## src/rtl/ospfb_power_acc.sv

```systemverilog
// ospfb_power_acc: spectrometer back-end for the OSPFB FFT output.
// Computes per-bin power re^2+im^2, integrates it over ACC_LEN frames and emits one
// accumulated spectrum per integration through a first-word-fall-through output FIFO.
// Bin index and tlast are checked on every beat; a mismatch drops the partial integration
// and the block waits for the next tlast to realign.
//
// Ports:
//   clk, rst        single clock, asynchronous active-high reset
//   s_axis_*        FFT bins {im,re}, tlast on the last bin, tuser = bin index (no backpressure)
//   m_axis_*        accumulated power, tuser = bin, tlast on bin FFT_LEN-1
//   event_sync_err  1-cycle pulse on a framing error
//   event_fifo_ovf  1-cycle pulse when an output word is dropped on a full FIFO
//   event_acc_sat   1-cycle pulse when an accumulator sum saturates
//   acc_frame       frame number within the current integration
module ospfb_power_acc #(
  parameter int unsigned WIDTH     = 16,
  parameter int unsigned FFT_LEN   = 32,
  parameter int unsigned ACC_LEN   = 4,
  parameter int unsigned ACC_WID   = 48,
  parameter int unsigned OFIFO_DEP = 32
) (
  input  logic                       clk,
  input  logic                       rst,
  input  logic [2*WIDTH-1:0]         s_axis_tdata,
  input  logic                       s_axis_tvalid,
  input  logic                       s_axis_tlast,
  input  logic [7:0]                 s_axis_tuser,
  output logic [ACC_WID-1:0]         m_axis_tdata,
  output logic                       m_axis_tvalid,
  input  logic                       m_axis_tready,
  output logic                       m_axis_tlast,
  output logic [7:0]                 m_axis_tuser,
  output logic                       event_sync_err,
  output logic                       event_fifo_ovf,
  output logic                       event_acc_sat,
  output logic [$clog2(ACC_LEN):0]   acc_frame
);

  localparam int unsigned BW = $clog2(FFT_LEN);
  localparam int unsigned FW = $clog2(ACC_LEN) + 1;
  localparam int unsigned PW = 2 * WIDTH;
  localparam int unsigned AW = $clog2(OFIFO_DEP);
  localparam int unsigned CW = AW + 1;
  localparam int unsigned EW = ACC_WID + BW + 1;

  localparam logic [BW-1:0]      LastBin   = BW'(FFT_LEN - 1);
  localparam logic [FW-1:0]      LastFrame = FW'(ACC_LEN - 1);
  localparam logic [ACC_WID-1:0] SatMax    = '1;

  typedef enum logic [0:0] {StSync, StAccum} state_e;

  // ---------------------------------------------------------------------------------------
  // Framing FSM
  // ---------------------------------------------------------------------------------------
  state_e          state_q, state_d;
  logic [FW-1:0]   frame_q, frame_d;
  logic [BW-1:0]   bin_q, bin_d;
  logic            sync_err, take;
  logic            sync_err_q;
  logic [BW-1:0]   in_bin;
  logic            bin_is_last;
  logic            unused_tuser;

  assign in_bin       = s_axis_tuser[BW-1:0];
  assign unused_tuser = ^s_axis_tuser[7:BW];
  assign bin_is_last  = (bin_q == LastBin);

  always_comb begin
    state_d  = state_q;
    frame_d  = frame_q;
    bin_d    = bin_q;
    sync_err = 1'b0;
    take     = 1'b0;
    if (s_axis_tvalid) begin
      unique case (state_q)
        StSync: begin
          if (s_axis_tlast) begin
            state_d = StAccum;
            frame_d = '0;
            bin_d   = '0;
          end
        end
        StAccum: begin
          if ((in_bin != bin_q) || (s_axis_tlast != bin_is_last)) begin
            sync_err = 1'b1;
            frame_d  = '0;
            bin_d    = '0;
            // A bad beat that carries tlast still marks a frame boundary: realign at once.
            state_d  = s_axis_tlast ? StAccum : StSync;
          end else begin
            take  = 1'b1;
            bin_d = bin_is_last ? '0 : bin_q + 1'b1;
            if (s_axis_tlast) begin
              frame_d = (frame_q == LastFrame) ? '0 : frame_q + 1'b1;
            end
          end
        end
        default: ;
      endcase
    end
  end

  always_ff @(posedge clk or posedge rst) begin
    if (rst) begin
      state_q    <= StSync;
      frame_q    <= '0;
      bin_q      <= '0;
      sync_err_q <= 1'b0;
    end else begin
      state_q    <= state_d;
      frame_q    <= frame_d;
      bin_q      <= bin_d;
      sync_err_q <= sync_err;
    end
  end

  // ---------------------------------------------------------------------------------------
  // Datapath: S0 beat + RAM read, S1 power, S2 accumulate/saturate, then RAM or FIFO write
  // ---------------------------------------------------------------------------------------
  logic                      s0_valid, s0_first, s0_out;
  logic signed [WIDTH-1:0]   s0_re, s0_im;
  logic [BW-1:0]             s0_bin;
  logic [ACC_WID-1:0]        ram_rd;

  logic                      s1_valid, s1_out;
  logic [PW-1:0]             s1_power;
  logic [ACC_WID-1:0]        s1_prev;
  logic [BW-1:0]             s1_bin;

  logic                      s2_valid, s2_out;
  logic [ACC_WID-1:0]        s2_sum;
  logic [BW-1:0]             s2_bin;
  logic                      sat_q;

  logic signed [PW-1:0]      re_sq, im_sq;
  logic [PW-1:0]             power;
  logic [ACC_WID:0]          sum_full;
  logic [ACC_WID-1:0]        sum_sat;

  logic [ACC_WID-1:0]        ram [FFT_LEN];

  // Each square is at most 2^(2*WIDTH-2), so the unsigned sum fits 2*WIDTH bits exactly.
  assign re_sq    = PW'(s0_re) * PW'(s0_re);
  assign im_sq    = PW'(s0_im) * PW'(s0_im);
  assign power    = $unsigned(re_sq) + $unsigned(im_sq);
  assign sum_full = {1'b0, s1_prev} + {{(ACC_WID + 1 - PW){1'b0}}, s1_power};
  assign sum_sat  = sum_full[ACC_WID] ? SatMax : sum_full[ACC_WID-1:0];

  always_ff @(posedge clk or posedge rst) begin
    if (rst) begin
      s0_valid <= 1'b0;
      s0_first <= 1'b0;
      s0_out   <= 1'b0;
      s0_re    <= '0;
      s0_im    <= '0;
      s0_bin   <= '0;
      s1_valid <= 1'b0;
      s1_out   <= 1'b0;
      s1_power <= '0;
      s1_prev  <= '0;
      s1_bin   <= '0;
      s2_valid <= 1'b0;
      s2_out   <= 1'b0;
      s2_sum   <= '0;
      s2_bin   <= '0;
      sat_q    <= 1'b0;
    end else begin
      s0_valid <= take;
      s0_first <= (frame_q == '0);
      s0_out   <= (frame_q == LastFrame);
      s0_re    <= s_axis_tdata[WIDTH-1:0];
      s0_im    <= s_axis_tdata[2*WIDTH-1:WIDTH];
      s0_bin   <= bin_q;

      s1_valid <= s0_valid;
      s1_out   <= s0_out;
      s1_power <= power;
      // Frame 0 starts a fresh integration, so stale RAM contents are ignored.
      s1_prev  <= s0_first ? '0 : ram_rd;
      s1_bin   <= s0_bin;

      s2_valid <= s1_valid;
      s2_out   <= s1_out;
      s2_sum   <= sum_sat;
      s2_bin   <= s1_bin;
      sat_q    <= s1_valid & sum_full[ACC_WID];
    end
  end

  // Same bin recurs only every FFT_LEN beats, well past the write-back point.
  always_ff @(posedge clk) begin
    if (s2_valid && !s2_out) begin
      ram[s2_bin] <= s2_sum;
    end
    ram_rd <= ram[bin_q];
  end

  // ---------------------------------------------------------------------------------------
  // Output FIFO (first-word-fall-through)
  // ---------------------------------------------------------------------------------------
  logic [EW-1:0]  fifo_mem [OFIFO_DEP];
  logic [AW-1:0]  wr_ptr_q, rd_ptr_q;
  logic [CW-1:0]  count_q;
  logic           push, pop, full, accept;
  logic           ovf_q;
  logic [EW-1:0]  head;

  assign push   = s2_valid & s2_out;
  assign pop    = m_axis_tvalid & m_axis_tready;
  assign full   = (count_q == CW'(OFIFO_DEP));
  // A pop in the same cycle frees the slot, so a push onto a full FIFO is still accepted.
  assign accept = push & (~full | pop);

  always_ff @(posedge clk or posedge rst) begin
    if (rst) begin
      wr_ptr_q <= '0;
      rd_ptr_q <= '0;
      count_q  <= '0;
      ovf_q    <= 1'b0;
    end else begin
      ovf_q <= push & ~accept;
      if (accept) begin
        wr_ptr_q <= wr_ptr_q + 1'b1;
      end
      if (pop) begin
        rd_ptr_q <= rd_ptr_q + 1'b1;
      end
      unique case ({accept, pop})
        2'b10:   count_q <= count_q + 1'b1;
        2'b01:   count_q <= count_q - 1'b1;
        default: count_q <= count_q;
      endcase
    end
  end

  always_ff @(posedge clk) begin
    if (accept) begin
      fifo_mem[wr_ptr_q] <= {(s2_bin == LastBin), s2_bin, s2_sum};
    end
  end

  assign head          = fifo_mem[rd_ptr_q];
  assign m_axis_tvalid = (count_q != '0);
  // Gate the storage so every output reads 0 while the FIFO is empty (including reset).
  assign m_axis_tdata  = m_axis_tvalid ? head[ACC_WID-1:0] : '0;
  assign m_axis_tuser  = m_axis_tvalid ? 8'(head[ACC_WID +: BW]) : 8'd0;
  assign m_axis_tlast  = m_axis_tvalid & head[EW-1];

  assign event_sync_err = sync_err_q;
  assign event_fifo_ovf = ovf_q;
  assign event_acc_sat  = sat_q;
  assign acc_frame      = frame_q;

endmodule

```

## config.mk

```make
export PLATFORM = sky130hd
export DESIGN_NAME = ospfb_power_acc
export DESIGN_NICKNAME = d
export VERILOG_FILES = /design/src/rtl/ospfb_power_acc.sv
export SDC_FILE = /design/constraint.sdc
export NUM_CORES = 2
export LEC_CHECK = 0
export CAP_MARGIN = 20
export CORE_MARGIN = 2
export CORE_UTILIZATION = 45
export DETAILED_ROUTE_END_ITERATION = 16
export GPL_ROUTABILITY_DRIVEN = 0
export MAX_ROUTING_LAYER = met4
export PLACE_DENSITY_LB_ADDON = 0.25
export SYNTH_ARGS = -nofsm -noshare
export SYNTH_HDL_FRONTEND = slang
export SYNTH_SLANG_ARGS = --single-unit
```

## constraint.sdc

```tcl
create_clock -name clk -period 11.7 [get_ports clk]
set_clock_uncertainty 0.2 [all_clocks]
set_input_delay 1.755 -clock clk [delete_from_list [all_inputs] [get_ports clk]]
set_output_delay 1.755 -clock clk [all_outputs]
set_load 0.02 [all_outputs]
```

* Yosys cells after proc, flatten, opt, wreduce, memory -nomap -nowiden
Memories as Yosys holds them, arrays and structs flattened. A register that Yosys moved wholly into a read port is not among the register bits.
Index checks and enable logic that the tools add are counted.
** Word-level totals
- Memory bits (writable) :: 3264
- Input bits :: 45
- Bits in registers :: 210
- Memories :: 2
** Memory list
- fifo_mem :: depth 32, width 54, rd ports 1, clocked after Yosys merged registers in 0, write ports 1, line 201 : logic [EW-1:0] fifo_mem [OFIFO_DEP];
- ram :: depth 32, width 48, rd ports 1, clocked after Yosys merged registers in 1, write ports 1, line 140 : logic [ACC_WID-1:0] ram [FFT_LEN];
** Cells by class
- Add/sub/neg operators :: 8
- Muxes and demuxes :: 27
- Multiply operators :: 2
- Reduce and logical (&&, ||, !) cells :: 8
- Eq/ne operators :: 10
- Bitwise gates (word level) :: 10
** Operators by type and width (number)
- 2-to-1 mux 48 bit :: 3
- multiplier 16 x 16 -> 32 bit :: 2
- adder 48 x 32 -> 49 bit :: 1
- adder 32 bit :: 1
- 2-to-1 mux 5 bit :: 4
- adder 5 x 1 -> 5 bit, second input constant :: 3
- 2-to-1 mux 1 bit :: 12
- 2-to-1 mux 3 bit :: 4
- one-hot mux 6 bit (2 select lines) :: 1
- == test 5 bit, second input constant :: 2
- one-hot mux 5 bit (2 select lines) :: 1
- adder 6 x 1 -> 6 bit, second input constant :: 1
- AND 1 bit :: 6
- == test 6 bit, second input constant :: 1
- one-hot mux 3 bit (2 select lines) :: 1
- nonzero test 6 bit :: 1
- subtractor 6 x 1 -> 6 bit, second input constant :: 1
- inequality test 5 bit :: 1
- adder 3 x 1 -> 3 bit, second input constant :: 1
- == test 3 x 2 -> 1 bit, second input constant :: 1
- zero test 3 bit :: 1
- inequality test 3 x 2 -> 1 bit, second input constant :: 1
- inverter 1 bit :: 3
- AND reduction 3 bit :: 1
- 11 further kinds :: 11

* Logic depth before layout (Yosys ltp)
- Depth after elaboration :: 6
- Gate-level depth with buffers :: 27
- Gate-level depth less buffers :: 26

* Worst setup path before layout
OpenSTA, ideal clock, no wires.
- Path kind :: register to register
- From :: register s0_im[15]
- To :: register s1_power[30]
- Slack :: 4.247 ns
- Data arrival time :: 7.127 ns
- Cell stages (with the launch flop) :: 26
- Period minus slack after synthesis :: 7.453 ns
- Setup time :: 0.126 ns
- Data required time :: 11.374 ns
- Cells stage by stage :: dfrtp_1 -> clkbuf_1 -> and2_1 -> inv_1 -> fa_1 -> inv_1 -> fa_1 -> inv_1 -> fa_1 -> inv_1 -> fa_1 -> fa_1 -> fa_1 -> fa_1 -> inv_1 -> fa_1 -> inv_1 -> ha_1 -> a21o_1 -> a21o_1 -> a32o_1 -> a211o_1 -> a21boi_0 -> o21ai_0 -> mux2i_1 -> nand2_1
** Between the ends
- Cells in the longest elaborated chain, start to end :: 2
** Ends and longest elaborated chain
- start, declared :: line 121 : logic signed [WIDTH-1:0] s0_re, s0_im;
- start signal, assigned :: line 172 : s0_im <= s_axis_tdata[2*WIDTH-1:WIDTH];
- multiplier 16 x 16 -> 32 bit :: line 144 : assign im_sq = PW'(s0_im) * PW'(s0_im);
- adder 32 bit :: line 145 : assign power = $unsigned(re_sq) + $unsigned(im_sq);
- named net power[30] :: line 136 : logic [PW-1:0] power;
- end signal, assigned :: line 177 : s1_power <= power;
- end, declared :: line 126 : logic [PW-1:0] s1_power;
The timed path passes the listed nets, and every way through them passes these cells.
A chain may end at the register's enable or synchronous reset.

* Worst setup path after layout
Ends and elaborated chain as after synthesis.

==> reports/metrics.cfg <==
[run_status]
run_status = completed

[sta]
tns_ns = 0
period_minus_slack_ns = 8.68
setup_viol = 0
grt_setup_unrepaired = false
worst_pin_slew_ns = 1.19
slew_violations = 0
timing.final.crit_share_pct = 74.2
hold_violations = 0
timing.fmax_mhz = 115
relSlewSlack_pct = 20.7

[worst_setup_path]
worstSetupPathType = flop to flop
worstPathArrival_ns = 9.29
critPathCaptureType = flop
cp-start-kind = flop
crit_fanout = 31
worstPathRequired_ns = 12.30

[floorplan]
rows = 213
core_area_um2 = 336000
die_y_um = 584
ios = 109
initial_core_util_pct = 45.1
dieArea_um2 = 342000
fp.dieW_um = 584

[cts]
cts_root_buffer = clkbuf_16
cts_resized = 0
cts_buffers = 363
clock_latency_ns = 0.94
h-tree-depth = 5
hold_buffers = 0
clockBufferDepth = 4
cts_tree = built
clkTransAtPathRegs_ns = 0.06
cts_sinks = 3522
cts_setup_buffers = 0

[drt]
drt-pass1-iter-count = 6
vias = 77100
drc_errors = 0
wl_um = 387000
viasPerCell = 5.80
final_antenna_net_count = 0
drtIter0Drc = 8927
avgRoutedWirePerCell_um = 29.1

[synth]
synth_cell_types = 70
synth_edf_count = 3264
synth-main-ff-cell = edfxtp_1
async_flop_share_pct = 5.96
synth_area_per_cell_um2 = 18.6
netlist_area_um2 = 152000
synth_warnings = 0
seq_area_frac_synth_pct = 68.7
ys_ff_latch = 3522
syn-instance-count = 8153

[grt]
grt_pass1_wl_um = 557000
grt_max_degree = 128
grt_overflow_total = 0
track_usage_pct = 23.3
grt_antenna_before_repair = 20
grt_pass1_vias = 79100

[place]
port_buffers = 102
hpwlAfterDp_um = 215000

[final_layout]
area_delta_synth_final_pct = 13.2
layout.nets = 9228
drive_gt1_share_pct = 19.7

[hold_path]
hold_class = flop to flop

[run]
cap_violations = 0

[per-stage QoR]
step / utilization, % / cells / hold WS [ns] / setup WS, ns / instance area, um2
2_1_floorplan: - / 8156 / 0.131 / 4.01 / 152000
3_3_place_gp: 47.2 / 12600 / 0.133 / 3.08 / 159000
3_5_place_dp: 47.3 / 12600 / 0.136 / 3.09 / 159000
4_1_cts: 50.8 / 13200 / 0.107 / 3.03 / 171000
5_1_grt: 51.1 / 13300 / 0.116 / 2.67 / 172000
6_report: 51.1 / 13300 / 0.108 / 3.02 / 172000
[Yosys cell counts, types with 71 or more instances]
cell / instances / area share (%)
nor2_1: 200 / 0.50
mux2i_1: 347 / 2.3
o221ai_1: 146 / 0.84
nand2_1: 413 / 1.0
buf_1: 77 / 0.19
mux4_2: 732 / 11
ha_1: 192 / 1.6
dfrtp_1: 210 / 3.5
nor2b_1: 71 / 0.29
inv_1: 651 / 1.6
edfxtp_1: 3264 / 65
mux2_2: 104 / 0.77
xnor2_1: 74 / 0.43
fa_1: 523 / 6.9
o21ai_0: 189 / 0.62
a21oi_1: 202 / 0.67
and2_1: 100 / 0.41
clkbuf_1: 246 / 0.61
[registers in the layout (all words and copies together), names as in the netlist, 3 cells and up]
signal     flops
fifo_mem    1728
ram         1536
ram_rd        48
s1_prev       48
s2_sum        48
s1_power      32
s0_im         16
s0_re         16
count_q        6
bin_q          5
rd_ptr_q       5
s0_bin         5
s1_bin         5
s2_bin         5
wr_ptr_q       5
acc_frame      3
[critical path: stages, from the launching register on]
cell	delay, ns
dfrtp_1	0.33
buf_4	0.32
and2_1	0.78
inv_1	0.38
fa_1	0.57
inv_1	0.05
fa_1	0.49
inv_1	0.05
fa_1	0.48
inv_1	0.05
fa_1	0.48
fa_1	0.56
fa_1	0.44
fa_1	0.49
inv_1	0.05
fa_1	0.51
inv_1	0.06
ha_1	0.23
a21o_1	0.19
a21o_1	0.17
a32o_1	0.20
a211o_1	0.31
a21boi_0	0.51
o21ai_0	0.33
mux2i_1	0.22
nand2_1	0.08
[worst paths after layout]
| check | start | endpoint | slack (ns) | cells past startpoint |
|---|---|---|---|---|
| max | s0_im[15] | s1_power[30] | 3.02 | 25 |
| min | s0_bin[1] | s1_bin[1] | 0.11 | 0 |
| max reg2reg | s0_im[15] | s1_power[30] | 3.02 | 25 |
| min reg2reg | s0_bin[1] | s1_bin[1] | 0.11 | 0 |
| max in group asynchronous | rst | bin_q[2] | 7.93 | 4 |
| min in group asynchronous | rst | s0_re[1] | 1.05 | 2 |
[routing by layer]
metal | vias to the layer above | GRT usage, % | wire length (um)
li1 | 32000 | - | -
met1 | 41600 | 32.4 | 161000
met2 | 3025 | 37.0 | 187000
met3 | 553 | 2.88 | 29100
met4 | 0 | 5.84 | 9710
met5 | - | - | 0
[cell usage in the layout, fill, tap and decap left out, drive strengths merged, types with 16 or more instances in the layout]
| master | Yosys | final |
|---|---|---|
| buf | 124 | 215 |
| dfxtp | 48 | 48 |
| clkbuf | 246 | 481 |
| nor3 | 21 | 21 |
| o21ai | 192 | 192 |
| and2 | 100 | 100 |
| ha | 192 | 192 |
| edfxtp | 3264 | 3264 |
| xnor2 | 74 | 74 |
| mux2i | 347 | 347 |
| a21oi | 203 | 203 |
| nand3 | 25 | 25 |
| nor2b | 71 | 71 |
| mux2 | 104 | 104 |
| nor2 | 200 | 200 |
| clkdlybuf4s50 | 0 | 102 |
| bufinv | 0 | 22 |
| nand2 | 413 | 413 |
| and3 | 16 | 16 |
| o221ai | 146 | 146 |
| dfrtp | 210 | 210 |
| xor2 | 28 | 28 |
| mux4 | 732 | 732 |
| clkinv | 0 | 142 |
| fa | 523 | 523 |
| o22ai | 50 | 50 |
| inv | 651 | 671 |
| a21o | 28 | 28 |
[cell families (layout without fill, tap and decap cells)]
| group | Yosys count | after routing | share of synthesized area [%] |
|---|---|---|---|
| flip-flops | 3522 | 3522 | 68.7 |
| multiplexers | 1183 | 1183 | 13.9 |
| buffers and inverters | 1021 | 1646 | 2.58 |
| AND/OR/NAND/NOR | 907 | 907 | 2.71 |
| adder cells (fa/ha/maj) | 715 | 715 | 8.49 |
| AO/OA/AOI/OAI | 702 | 702 | 2.94 |
| XOR/XNOR | 102 | 102 | 0.589 |
| other | 1 | 7 | 0.00247 |
[area by class of cell]
class | count | area [um2]
clock inverter | 197 | 1710
fill | 26800 | 164000
multi-input combinational | 3613 | 44000
sequential | 3522 | 104000
timing repair buffer | 317 | 3560
clock buffer | 481 | 9990
tap | 4515 | 5650
antenna | 3 | 7.51
inverter | 651 | 2450
Power is not shown: default switching activity piles up to over one toggle a cycle in this logic, so the estimate is an artifact.
